File: src/rtl/fp_reduce_pkg.sv
// Shared types and constants for the time-multiplexed FP32 reduction sequencer.
package fp_reduce_pkg;

  typedef logic [31:0] fp32_t;

  typedef enum logic [1:0] {
    ST_IDLE  = 2'd0,
    ST_RUN   = 2'd1,
    ST_DRAIN = 2'd2
  } state_t;

  localparam fp32_t FP32_ZERO = 32'h0000_0000;

endpackage

File: src/rtl/fp_reduce_fifo.sv
// Ring buffer with two write ports (wr0 lands before wr1) and a one- or two-entry pop.
// Exposes the two oldest entries and a registered occupancy count.
module fp_reduce_fifo
  import fp_reduce_pkg::*;
#(
  parameter int DEPTH = 8
) (
  input  logic                       clk,
  input  logic                       rst_n,
  input  logic                       wr0_en,
  input  logic [31:0]                wr0_data,
  input  logic                       wr1_en,
  input  logic [31:0]                wr1_data,
  input  logic                       pop1,
  input  logic                       pop2,
  output logic [31:0]                head0,
  output logic [31:0]                head1,
  output logic [$clog2(DEPTH):0]     count
);

  localparam int PW = $clog2(DEPTH);

  fp32_t         mem [DEPTH];
  logic [PW-1:0] wr_ptr;
  logic [PW-1:0] rd_ptr;
  logic [PW-1:0] wr1_ptr;
  logic [PW:0]   n_wr;
  logic [PW:0]   n_rd;

  assign wr1_ptr = wr_ptr + PW'(wr0_en);
  assign n_wr    = (PW+1)'(wr0_en) + (PW+1)'(wr1_en);
  assign n_rd    = pop2 ? (PW+1)'(2) : (PW+1)'(pop1);
  assign head0   = mem[rd_ptr];
  assign head1   = mem[rd_ptr + PW'(1)];

  // NOTE: storage is deliberately left out of reset; only pointers and count define what is valid.
  always_ff @(posedge clk) begin
    if (wr0_en) mem[wr_ptr]  <= wr0_data;
    if (wr1_en) mem[wr1_ptr] <= wr1_data;
  end

  always_ff @(posedge clk or negedge rst_n) begin
    if (!rst_n) begin
      wr_ptr <= '0;
      rd_ptr <= '0;
      count  <= '0;
    end else begin
      wr_ptr <= wr_ptr + n_wr[PW-1:0];
      rd_ptr <= rd_ptr + n_rd[PW-1:0];
      count  <= count + n_wr - n_rd;
    end
  end

endmodule

File: src/rtl/fp_reduce_sequencer.sv
// Sums a frame of NUM_CH FP32 operands through one shared external adder by recirculation.
// Optional FP_REDUCE_RELU_EN clamps a negative final sum to +0.0.
module fp_reduce_sequencer
  import fp_reduce_pkg::*;
#(
  parameter int NUM_CH = 64,
  parameter int DEPTH  = 8
) (
  input  logic        clk,
  input  logic        rst_n,
  input  logic [31:0] Data_In,
  input  logic        Valid_In,
  output logic        Ready_In,
  output logic [31:0] Add_A,
  output logic [31:0] Add_B,
  output logic        Add_Valid,
  input  logic [31:0] Add_Result,
  input  logic        Add_Result_Valid,
  output logic [31:0] Data_Out,
  output logic        Valid_Out,
  output logic        Busy
);

  localparam int PW = $clog2(DEPTH);
  localparam int CW = $clog2(NUM_CH + 1);
  localparam logic [CW-1:0] NUM_CH_C = CW'(NUM_CH);
  localparam logic [CW-1:0] LAST_C   = CW'(NUM_CH - 1);
  localparam logic [PW+1:0] OCC_MAX  = (PW+2)'(DEPTH - 2);

  state_t        state, state_nx;
  logic [CW-1:0] in_cnt, res_cnt;
  logic [PW:0]   inflight, count;
  logic [PW+1:0] occ;
  logic          epoch;
  logic          accept, res_take, issue, pop1;
  fp32_t         head0, head1, drain_val;

  // Slots already promised to buffered entries plus outstanding adds must leave room for one more.
  assign occ      = {1'b0, count} + {1'b0, inflight};
  assign Ready_In = (state != ST_DRAIN) && (in_cnt < NUM_CH_C) && (occ <= OCC_MAX);
  assign accept   = Valid_In && Ready_In;
  assign res_take = Add_Result_Valid && epoch && (inflight != '0);

`ifdef FP_REDUCE_RELU_EN
  assign drain_val = head0[31] ? FP32_ZERO : head0;
`else
  assign drain_val = head0;
`endif

  fp_reduce_fifo #(.DEPTH(DEPTH)) u_fifo (
    .clk      (clk),
    .rst_n    (rst_n),
    .wr0_en   (res_take),
    .wr0_data (Add_Result),
    .wr1_en   (accept),
    .wr1_data (Data_In),
    .pop1     (pop1),
    .pop2     (issue),
    .head0    (head0),
    .head1    (head1),
    .count    (count)
  );

  always_ff @(posedge clk or negedge rst_n) begin
    if (!rst_n) state <= ST_IDLE;
    else        state <= state_nx;
  end

  // NOTE: every output of this block is defaulted first so no path leaves one unassigned (no latch).
  always_comb begin
    state_nx = state;
    issue    = 1'b0;
    pop1     = 1'b0;
    case (state)
      ST_IDLE: begin
        if (accept) state_nx = ST_RUN;
      end
      ST_RUN: begin
        issue = (count >= (PW+1)'(2));
        if (in_cnt == NUM_CH_C && res_cnt == LAST_C &&
            count == (PW+1)'(1) && inflight == '0)
          state_nx = ST_DRAIN;
      end
      ST_DRAIN: begin
        pop1     = 1'b1;
        state_nx = ST_IDLE;
      end
      default: state_nx = ST_IDLE;
    endcase
  end

  always_ff @(posedge clk or negedge rst_n) begin
    if (!rst_n) begin
      in_cnt    <= '0;
      res_cnt   <= '0;
      inflight  <= '0;
      epoch     <= 1'b0;
      Add_A     <= FP32_ZERO;
      Add_B     <= FP32_ZERO;
      Add_Valid <= 1'b0;
      Data_Out  <= FP32_ZERO;
      Valid_Out <= 1'b0;
      Busy      <= 1'b0;
    end else begin
      Add_Valid <= issue;
      Valid_Out <= 1'b0;
      if (issue) begin
        Add_A <= head0;
        Add_B <= head1;
      end
      if (state == ST_DRAIN) begin
        in_cnt    <= '0;
        res_cnt   <= '0;
        inflight  <= '0;
        epoch     <= 1'b0;
        Busy      <= 1'b0;
        Valid_Out <= 1'b1;
        Data_Out  <= drain_val;
      end else begin
        if (accept) begin
          in_cnt <= in_cnt + CW'(1);
          epoch  <= 1'b1;
          Busy   <= 1'b1;
        end
        if (res_take) res_cnt <= res_cnt + CW'(1);
        inflight <= inflight + (PW+1)'(issue) - (PW+1)'(res_take);
      end
    end
  end

endmodule

File: config.mk
export PLATFORM = sky130hd
export DESIGN_NAME = fp_reduce_sequencer
export DESIGN_NICKNAME = d
export VERILOG_FILES = /design/src/rtl/fp_reduce_pkg.sv /design/src/rtl/fp_reduce_fifo.sv /design/src/rtl/fp_reduce_sequencer.sv
export SDC_FILE = /design/constraint.sdc
export NUM_CORES = 1
export LEC_CHECK = 0
export BUFFER_PORTS_ARGS = -buffer_cell sky130_fd_sc_hd__clkbuf_2
export CELL_PAD_IN_SITES_DETAIL_PLACEMENT = 0
export CELL_PAD_IN_SITES_GLOBAL_PLACEMENT = 1
export CORE_ASPECT_RATIO = 0.5
export CORE_MARGIN = 1.5
export CORE_UTILIZATION = 35
export CTS_CLUSTER_SIZE = 10
export DETAILED_ROUTE_END_ITERATION = 8
export GPL_ROUTABILITY_DRIVEN = 0
export PLACE_DENSITY = 0.56
export SETUP_SLACK_MARGIN = 0.4
export SYNTH_ARGS = -nofsm -noshare
export SYNTH_HDL_FRONTEND = slang
export SYNTH_SLANG_ARGS = --single-unit
File: constraint.sdc
create_clock -name clk -period 7.41 [get_ports clk]
set_input_delay 1.1115 -clock clk [delete_from_list [all_inputs] [get_ports clk]]
set_output_delay 1.1115 -clock clk [all_outputs]
set_load 0.05 [all_outputs]
==> summary.md <==
| Metric | Value |
|---|---|
| Post-DP HPWL | 33,930 µm |
| Post-CTS Setup Bufs | 0 |
| CP startpoint kind | flip-flop |
| Crit. End Element | flip-flop |
| Tmin final | 4.991 ns |
| Sum Neg Setup Slack | 0 ns |
| Total grt overflow | 0 |
| First-pass GRT wire length | 82,480 µm |
| CTS root buf | clkbuf_16 |
| Lkg Pwr | 8.575 nW |
| Final setup vio count | 0 |
| Initial antenna violation count | 1 |
| TritonCTS clock tree | yes |
| Final period utilization | 67.36% |
| Synth area leader | edfxtp_1 |
| TritonCTS Buffers | 44 |
| Die ar. | 0.05978 mm² |
| Share of cells above drive strength 1 | 43.88% |
| Port bufs | 167 |
| YS warnings | 0 |
| Initial Util | 35.46% |
| Cts hold-fix bufs | 0 |
| Sequential area share after synthesis | 53.55% |
| Post-synth ARST share | 33.51% |
| Max Cap Viol | 0 |
| HP Class | flip-flop to flip-flop |
| Cell count after synthesis | 1,297 |
| H-tree levels | 2 |
| TritonRoute pass-1 iters | 4 |
| Clk pin slew, worst setup/hold paths | 0.06 ns |
| Post-Syn Area per Cell | 15.72 µm² |
| Leading post-synthesis cells by cell area | edfxtp_1 (38%), dfrtp_1 (16%), mux4_2 (14%), mux2_2 (9.7%), mux2_4 (5.7%) |
| Gr usage total | 18.45% |
| Worst slew pin tran | 1.167 ns |
| Vias in the first global route | 13,048 |
| Drt wl/cell | 24.13 µm |
| Largest net degree at the start of global routing | 76 |
| Mapped Area | 0.02038 mm² |
| Cell variety after synth | 53 |
| Status | complete, no violations |
| DR iter-0 viols | 753 |
| Fin. Hold Viols | 0 |
| CP Max Fanout | 32 |
| Worst Setup Path Type | flip-flop to flip-flop |
| Slew Limit Fails | 0 |
| Placeable Area | 0.05748 mm² |
| Worst-skew pair later-pin latency | 0.58 ns |
| CP Data Arrival Time | 5.20 ns |
| Area Growth Syn to Fin | 14.64% |
| Synth cell count leaders | edfxtp_1 (256), mux2_2 (175), dfrtp_1 (129) |
| Synth top area share | 37.71% |
| Ys flop type | edfxtp_1 |
| Critical Path RT | 7.62 ns |
| Routed WL | 54,410 µm |
| Core Rows | 62 |
| Clock skew | 0.01939 ns |
| Drt via density | 5.367 |
| Via count | 12,102 |
| Post-route ant nets | 0 |
| DRC Markers | 0 |
| Pre-CTS setup slack | 2.260 ns |
| Post-synth net total | 1,396 |
| Final WS setup | 2.419 ns |
| Clock sink total | 385 |
| Peak VDD IR | 169.0 µV |
| Unrepaired setup endpoints after global routing | false |
| Max Freq | 200.3 MHz |
| Slew headroom | 22.22% |
| Most common cell in the netlist | edfxtp_1 |
| Die height | 173.6 µm |
| Die Wd | 344.3 µm |
| Post-synth EDFFs | 256 |
| #FFs+latches synth | 385 |
| IO Pins | 168 |
| CTS max path bufs | 3 |
| Final net count | 1,551 |
| Cts repair resizes | 0 |
| Power per cell area | 192.0 mW/mm² |
==> report_power, final <==
part / internal, mW / switching, mW
Clock: 1.14 / 0.898
Combinational: 0.0761 / 0.0744
Sequential: 2.30 / 0
==> routing by layer <==
metal	wire length [µm]	vias to the layer above	GRT usage [%]
met5	0	-	0
met4	927	0	3.783
met3	2406	62	3.136
met2	26420	238	30.46
met1	24650	6407	25.58
li1	-	5395	-
==> final timing paths <==
| kind | from | to | slack, ns | depth (start not counted) |
|---|---|---|---|---|
| min reg2reg | state[1]$_DFFE_PN0P_ | state[0]$_DFFE_PN0P_ | 0.48 | 1 |
| min in group asynchronous | rst_n | in_cnt[0]$_DFFE_PN0P_ | 0.55 | 1 |
| max | inflight[2]$_DFF_PN0_ | u_fifo.mem[7][9]$_DFFE_PP_ | 2.42 | 11 |
| max in group asynchronous | rst_n | Data_Out[9]$_DFFE_PN0P_ | 5.47 | 2 |
| max reg2reg | inflight[2]$_DFF_PN0_ | u_fifo.mem[7][9]$_DFFE_PP_ | 2.42 | 11 |
| min | state[1]$_DFFE_PN0P_ | state[0]$_DFFE_PN0P_ | 0.48 | 1 |
==> logic make-up after synthesis <==
kind of cell               after synthesis  share of synthesized area (%)
xor gates and xnor gates                19                         0.9085
muxes                                  451                          33.01
buffers and inverters                  104                          2.640
AOI/OAI and AO/OA                      132                          3.652
and+or+nand+nor                        175                          4.186
DFF                                    385                          53.55
adders and majority gates               31                          2.050
==> through the flow <==
| step | power [mW] | cells | hold slack, ns | utilization (%) | instance area [µm²] |
|---|---|---|---|---|---|
| 2_1_floorplan | 2.416 | 1297 | 0.4187 | - | 20380 |
| 3_3_place_gp | 2.485 | 2174 | 0.4586 | 38.39 | 22070 |
| 3_5_place_dp | 2.492 | 2174 | 0.4682 | 38.39 | 22070 |
| 4_1_cts | 4.548 | 2254 | 0.4786 | 40.65 | 23360 |
| 5_1_grt | 4.655 | 2255 | 0.5127 | 40.65 | 23370 |
| 6_report | 4.487 | 2255 | 0.4750 | 40.65 | 23370 |
==> placed cells by master (no fill, tap or decap), drive strengths merged, types with 4 or more instances in the layout <==
cell type	synthesis	layout
edfxtp	256	256
mux2	256	256
clkbuf	32	244
dfrtp	129	129
mux4	128	128
nor2	79	79
a21oi	71	71
mux2i	67	67
nand2	47	47
o21ai	36	36
ha	27	27
buf	52	27
inv	20	21
xnor2	13	13
nand3	10	10
nor3	7	7
nand2b	7	7
nor4	7	7
xor2	6	6
a21o	5	5
o21bai	4	4
fa	4	4
nor4b	4	4
==> cell type report <==
| type | count | area (µm²) |
|---|---|---|
| fill | 5296 | 34120 |
| tap | 768 | 960.9 |
| sequential | 385 | 10920 |
| antenna | 1 | 2.502 |
| inverter | 20 | 77.57 |
| multi-input combinational | 808 | 9066 |
| timing repair buffer | 193 | 1037 |
| clock inverter | 2 | 50.05 |
| clock buffer | 78 | 1249 |
==> critical path, cell delays in order, from the launching register on <==
cell       delay [ns]
dfrtp_1          0.38
inv_1            0.08
ha_1             0.14
nor3b_1          0.79
nor2_1           0.41
ha_1             0.30
ha_1             0.25
xor2_4           0.29
o2111ai_2        0.24
nor3_4           0.91
o21bai_4         0.28
buf_4            0.54
==> flip-flops by register name, summed over array words and instances (netlist names) <==
name / cells
u_fifo.mem: 256
Add_A: 32
Add_B: 32
Data_Out: 32
in_cnt: 7
res_cnt: 7
inflight: 4
u_fifo.count: 4
u_fifo.rd_ptr: 3
u_fifo.wr_ptr: 3
state: 2
Add_Valid: 1
Valid_Out: 1
epoch: 1
(Power assumes the default switching activity.)
